[src/rtl/timer_ctrl.sv]
// Alarm/interval controller for a 16-bit up-counting timer: paces the timer
// enable through a prescaler and raises alarms on target match (one-shot or periodic).
module timer_ctrl #(
  parameter int unsigned PRESC = 4
) (
  input  logic        clk,
  input  logic        rst,
  input  logic        start,
  input  logic        stop,
  input  logic        periodic,
  input  logic [15:0] target,
  input  logic [15:0] tmr_value,
  output logic        tmr_en,
  output logic        tmr_rst,
  output logic        alarm,
  output logic [7:0]  alarm_cnt,
  output logic        busy,
  output logic        done,
  output logic        err
);

  typedef enum logic [1:0] {
    IDLE  = 2'd0,
    CLEAR = 2'd1,
    RUN   = 2'd2,
    DONE  = 2'd3
  } state_t;

  localparam logic [15:0] PRESC_LAST = 16'(PRESC - 1);

  state_t      state_q, state_d;
  logic [15:0] presc_q, presc_d;
  logic [15:0] target_q;
  logic        periodic_q;
  logic        alarm_q;
  logic        err_q;
  logic [7:0]  alarm_cnt_q;

  logic match;
  logic can_start;
  logic accept;
  logic reject;
  logic hit;

  assign match     = (state_q == RUN) && (tmr_value == target_q);
  // stop outranks start in DONE, so a start there only counts without stop
  assign can_start = (state_q == IDLE) || ((state_q == DONE) && !stop);
  assign accept    = can_start && start && (target != 16'd0);
  assign reject    = can_start && start && (target == 16'd0);
  assign hit       = match && !stop;

  // NOTE: sequential state uses non-blocking assignments so every register
  // samples the pre-edge values regardless of process ordering.
  always_ff @(posedge clk) begin
    if (rst) begin
      state_q <= IDLE;
    end else begin
      state_q <= state_d;
    end
  end

  // NOTE: every combinational output gets a default first so no path
  // through the case leaves it unassigned and infers a latch.
  always_comb begin
    state_d = state_q;
    unique case (state_q)
      IDLE:  if (accept) state_d = CLEAR;
      CLEAR: state_d = stop ? IDLE : RUN;
      RUN: begin
        if (stop)       state_d = IDLE;
        else if (match) state_d = periodic_q ? CLEAR : DONE;
      end
      DONE: begin
        if (stop)        state_d = IDLE;
        else if (accept) state_d = CLEAR;
      end
      default: state_d = IDLE;
    endcase
  end

  always_comb begin
    tmr_en  = (state_q == RUN) && (presc_q == PRESC_LAST) && !match && !stop;
    tmr_rst = rst || (state_q == CLEAR);
    busy    = (state_q == CLEAR) || (state_q == RUN);
    done    = (state_q == DONE);
  end

  always_comb begin
    presc_d = 16'd0;
    if ((state_q == RUN) && !match && !stop) begin
      presc_d = (presc_q == PRESC_LAST) ? 16'd0 : presc_q + 16'd1;
    end
  end

  always_ff @(posedge clk) begin
    if (rst) begin
      presc_q     <= 16'd0;
      target_q    <= 16'd0;
      periodic_q  <= 1'b0;
      alarm_q     <= 1'b0;
      err_q       <= 1'b0;
      alarm_cnt_q <= 8'd0;
    end else begin
      presc_q <= presc_d;
      alarm_q <= hit;
      err_q   <= reject;
      if (accept) begin
        target_q    <= target;
        periodic_q  <= periodic;
        alarm_cnt_q <= 8'd0;
      end else if (hit) begin
        alarm_cnt_q <= alarm_cnt_q + 8'd1;
      end
    end
  end

  assign alarm     = alarm_q;
  assign err       = err_q;
  assign alarm_cnt = alarm_cnt_q;

endmodule

[config.mk]
export PLATFORM = sky130hd
export DESIGN_NAME = timer_ctrl
export DESIGN_NICKNAME = d
export VERILOG_FILES = /design/src/rtl/timer_ctrl.sv
export SDC_FILE = /design/constraint.sdc
export NUM_CORES = 1
export LEC_CHECK = 0
export BUFFER_PORTS_ARGS = -buffer_cell sky130_fd_sc_hd__buf_2
export CORE_UTILIZATION = 48
export DETAILED_ROUTE_END_ITERATION = 16
export PLACE_DENSITY = 0.75
export SYNTH_ARGS = -nofsm -noshare
export SYNTH_HDL_FRONTEND = slang
export SYNTH_SLANG_ARGS = --single-unit
[constraint.sdc]
create_clock -name clk -period 1.7 [get_ports clk]
set_input_delay 0.34 -clock clk [delete_from_list [all_inputs] [get_ports clk]]
set_output_delay 0.34 -clock clk [all_outputs]
set_load 0.005 [all_outputs]
==> flow_summary.yaml <==
sta:
  fin_crit_ns: 2.045
  max_slew_margin: 0.7278
  final-setup-viol-count: 27
  fmax_mhz: 489.0
  rsz0062_at_grt: "true"
  finalCritPeriodShare: 1.203
  hold_viol_final: 0
  slew_viol_final: 0
  tightest_slew_ns: 0.4052
  setup_slack_ns: -0.3450
  fin_skew_ns: 0.01111
placed_design:
  place_area_sq_mm: 0.002658
  io_buffers: 50
  hpwl_microns: 3492
  gp_congestion: 0.8257
logic_synthesis:
  ys_seq_area_frac: 0.4186
  yosysWarnings: 0
  synth-main-ff-cell: "dfxtp_1"
  postSynthAreaPerCell_sq_um: 8.967
  synth_edf_count: 0
  synth_common_cells: "dfxtp_1, nor2_1, xor2_1"
  yosys.area.top_type: "dfxtp_1"
  synthTopCellsByArea: "dfxtp_1, xor2_1, mux2i_1"
  synth_nets: 284
  synth-async-reset-ratio: 0
  syn_inst: 240
  yosysTopAreaCellShare: 0.4186
  ys_seq_elements: 45
  yosysUniqueCellTypes: 35
  synth.most_common_cell: "dfxtp_1"
  syn_area_sq_mm: 0.002152
clock_tree:
  cts_root_buf: "clkbuf_8"
  clockBufferDepth: 2
  numClockSinks: 45
  cts_buffers: 5
  cts_max_level: 2
  clock_latency_ns: 0.31
  cts_tree: "built"
  clkTransAtPathRegs_ns: 0.09
layout:
  fin_util: 0.7280
  antennaDiodeCount: 0
  syn2layout_area_growth_pct: 40.17
  layout-drive-gt1-share: 0.3754
  fillers: 319
  final_area_sq_mm: 0.003017
  fin_nets: 368
power:
  p_sw_frac: 0.2393
  clock_power_share: 0.372
  p_leak_nw: 1.273
  p_sw_mw: 0.5506
  p_seq_frac: 0.486
  comb_power_share: 0.142
  p_int_mw: 1.750
  powerDensity_mw_per_mm2: 762.7
  ir_worst_vdd_v: 0.0005388
grt:
  antenna_found_initial: 0
  grt_pass1_vias: 1776
  grt_max_degree: 20
  grt_usage: 0.2195
  grt_first_pass_wirelength_microns: 7645
  gr-total-overflow: 0
setup_path:
  cp-end-kind: "output port"
  critPathTopFamily: "simple AND/OR/NAND/NOR gates"
  worst-path-buf-inv: 3
  critPathMaxStageDelay_ns: 0.33
  cp_slowest_cell: "dfxtp_2"
  reg2reg_from: "target_q[13]"
  critical_path_class: "flop to output port"
  crit_start: "target_q[13]"
  critPathMaxFanout: 2
  cp-start-kind: "flop"
  critPathRequiredTime_ns: 1.36
  critical_path.cell_chain: "xor2_1, nor4_1, buf_4, nand4_1, buf_6, nand2_4, nor2_2, buf_2"
  r2r_setup_slack_ns: -0.32
  crit_arrival_ns: 1.70
die:
  die_area_sq_mm: 0.004755
  rows: 23
  pin_count: 51
  die_h_microns: 68.96
  initial_core_util: 0.5193
  core_sq_mm: 0.004144
  die_w_microns: 68.96
worst_hold_path:
  hp-start: "periodic"
  min_path_type: "input port to flop"
routing:
  wl_microns: 5066
  wl_per_cell_microns: 13.51
  first_iter_violations: 63
  firstDrtPassIters: 4
  vias: 1995
  postRouteAntennaNets: 0
  drc: 0
  viasPerCell: 5.320
outcome:
  failed_checks: "negative setup slack"
  outcome: "finished with violations"
run:
  drv_cap: 0
-- cells in the final DEF, fill, tap and decap left out, types with 2 or more instances in the layout --
| cell type | n |
|---|---|
| or4_1 | 2 |
| nor2b_1 | 2 |
| clkbuf_8 | 6 |
| o31ai_1 | 4 |
| nand3_1 | 9 |
| ha_4 | 4 |
| buf_2 | 49 |
| o21ai_1 | 3 |
| a21oi_2 | 3 |
| inv_1 | 3 |
| nand2_1 | 8 |
| mux2i_1 | 17 |
| nor2_1 | 39 |
| dfxtp_2 | 4 |
| nor3_1 | 4 |
| nand4_1 | 8 |
| and3_1 | 2 |
| buf_6 | 8 |
| nor4_2 | 3 |
| xnor2_1 | 4 |
| dfxtp_1 | 40 |
| or3_1 | 5 |
| nor4_1 | 7 |
| buf_4 | 27 |
| a21oi_1 | 6 |
| ha_1 | 3 |
| xor2_1 | 26 |
-- registers in the layout, summed over array words and instances, names as in the netlist --
name / cells
state_q: 2
err: 1
alarm_cnt: 8
periodic_q: 1
target_q: 16
presc_q: 16
alarm: 1
-- area by class of cell --
type	instances	area, sq um	share of cell area
Sequential cell	45	909.6	0.3015
Clock buffer	7	86.33	0.02862
Clock inverter	1	30.03	0.009954
Tap cell	50	62.56	0.02074
Multi-Input combinational cell	180	1306	0.4330
Inverter	5	23.77	0.007881
Timing Repair Buffer	87	598.1	0.1983
-- logic make-up after synthesis --
family | share of synthesized area
and+or+nand+nor | 0.2355
DFF | 0.4186
xor gates and xnor gates | 0.1221
AOI/OAI and AO/OA | 0.07093
muxes | 0.07907
buffers and inverters | 0.03314
adders and majority gates | 0.04070
-- power by group through the flow --
stage | clock [mW] | combinational (mW) | sequential (mW)
floorplan | 0 | 0.164 | 1.13
global placement | 0 | 0.262 | 1.14
detailed placement | 0 | 0.266 | 1.14
CTS | 0.863 | 0.289 | 1.12
global route | 0.898 | 0.358 | 1.12
finish | 0.856 | 0.326 | 1.12
-- worst reg2reg max path: cells and delay by family (launching register included) --
kind	cells	cell delay (ns)
simple gates	3	0.92
xor+xnor	1	0.13
buf+inv	3	0.45
compound gates	1	0.13
flops	1	0.33
-- path summary, 6_finish.rpt --
kind	cells past startpoint	endpoint
setup / recovery	8	tmr_en
hold / removal	3	periodic_q
setup reg to reg	8	alarm_cnt[5]
hold reg to reg	2	alarm_cnt[7]
-- through the flow --
step             TNS, ns  total power, mW  instances  setup slack, ns  hold slack [ns]
6_report          -5.286            2.301        375          -0.3450           0.2723
3_5_place_dp      -8.262            1.404        360          -0.3868           0.4821
5_1_grt           -6.976            2.379        375          -0.3961           0.2718
2_1_floorplan  -0.002107            1.296        240        -0.002107           0.4261
3_3_place_gp      -7.852            1.399        360          -0.3561           0.4749
4_1_cts           -6.276            2.269        372          -0.3751           0.2728
-- what timing repair did --
action                                  in CTS  in global routing
pin swaps                                   14                 14
hold endpoints to repair                     0                  0
endpoints found under the setup margin      44                 45
setup buffers                                4                  3
gates resized for setup                     26                 20
hold buffers                                 0                  0
cloned                                       0                  1
-- routing by layer --
| metal | vias to the layer above | GRT usage | routed length, microns |
|---|---|---|---|
| li1 | 1008 | - | - |
| met1 | 936 | 0.2645 | 2342 |
| met2 | 46 | 0.3701 | 2432 |
| met3 | 5 | 0.05428 | 212 |
| met4 | 0 | 0.08929 | 80 |
| met5 | - | 0 | 0 |
No activity file was read; power rests on OpenSTA's default activity.
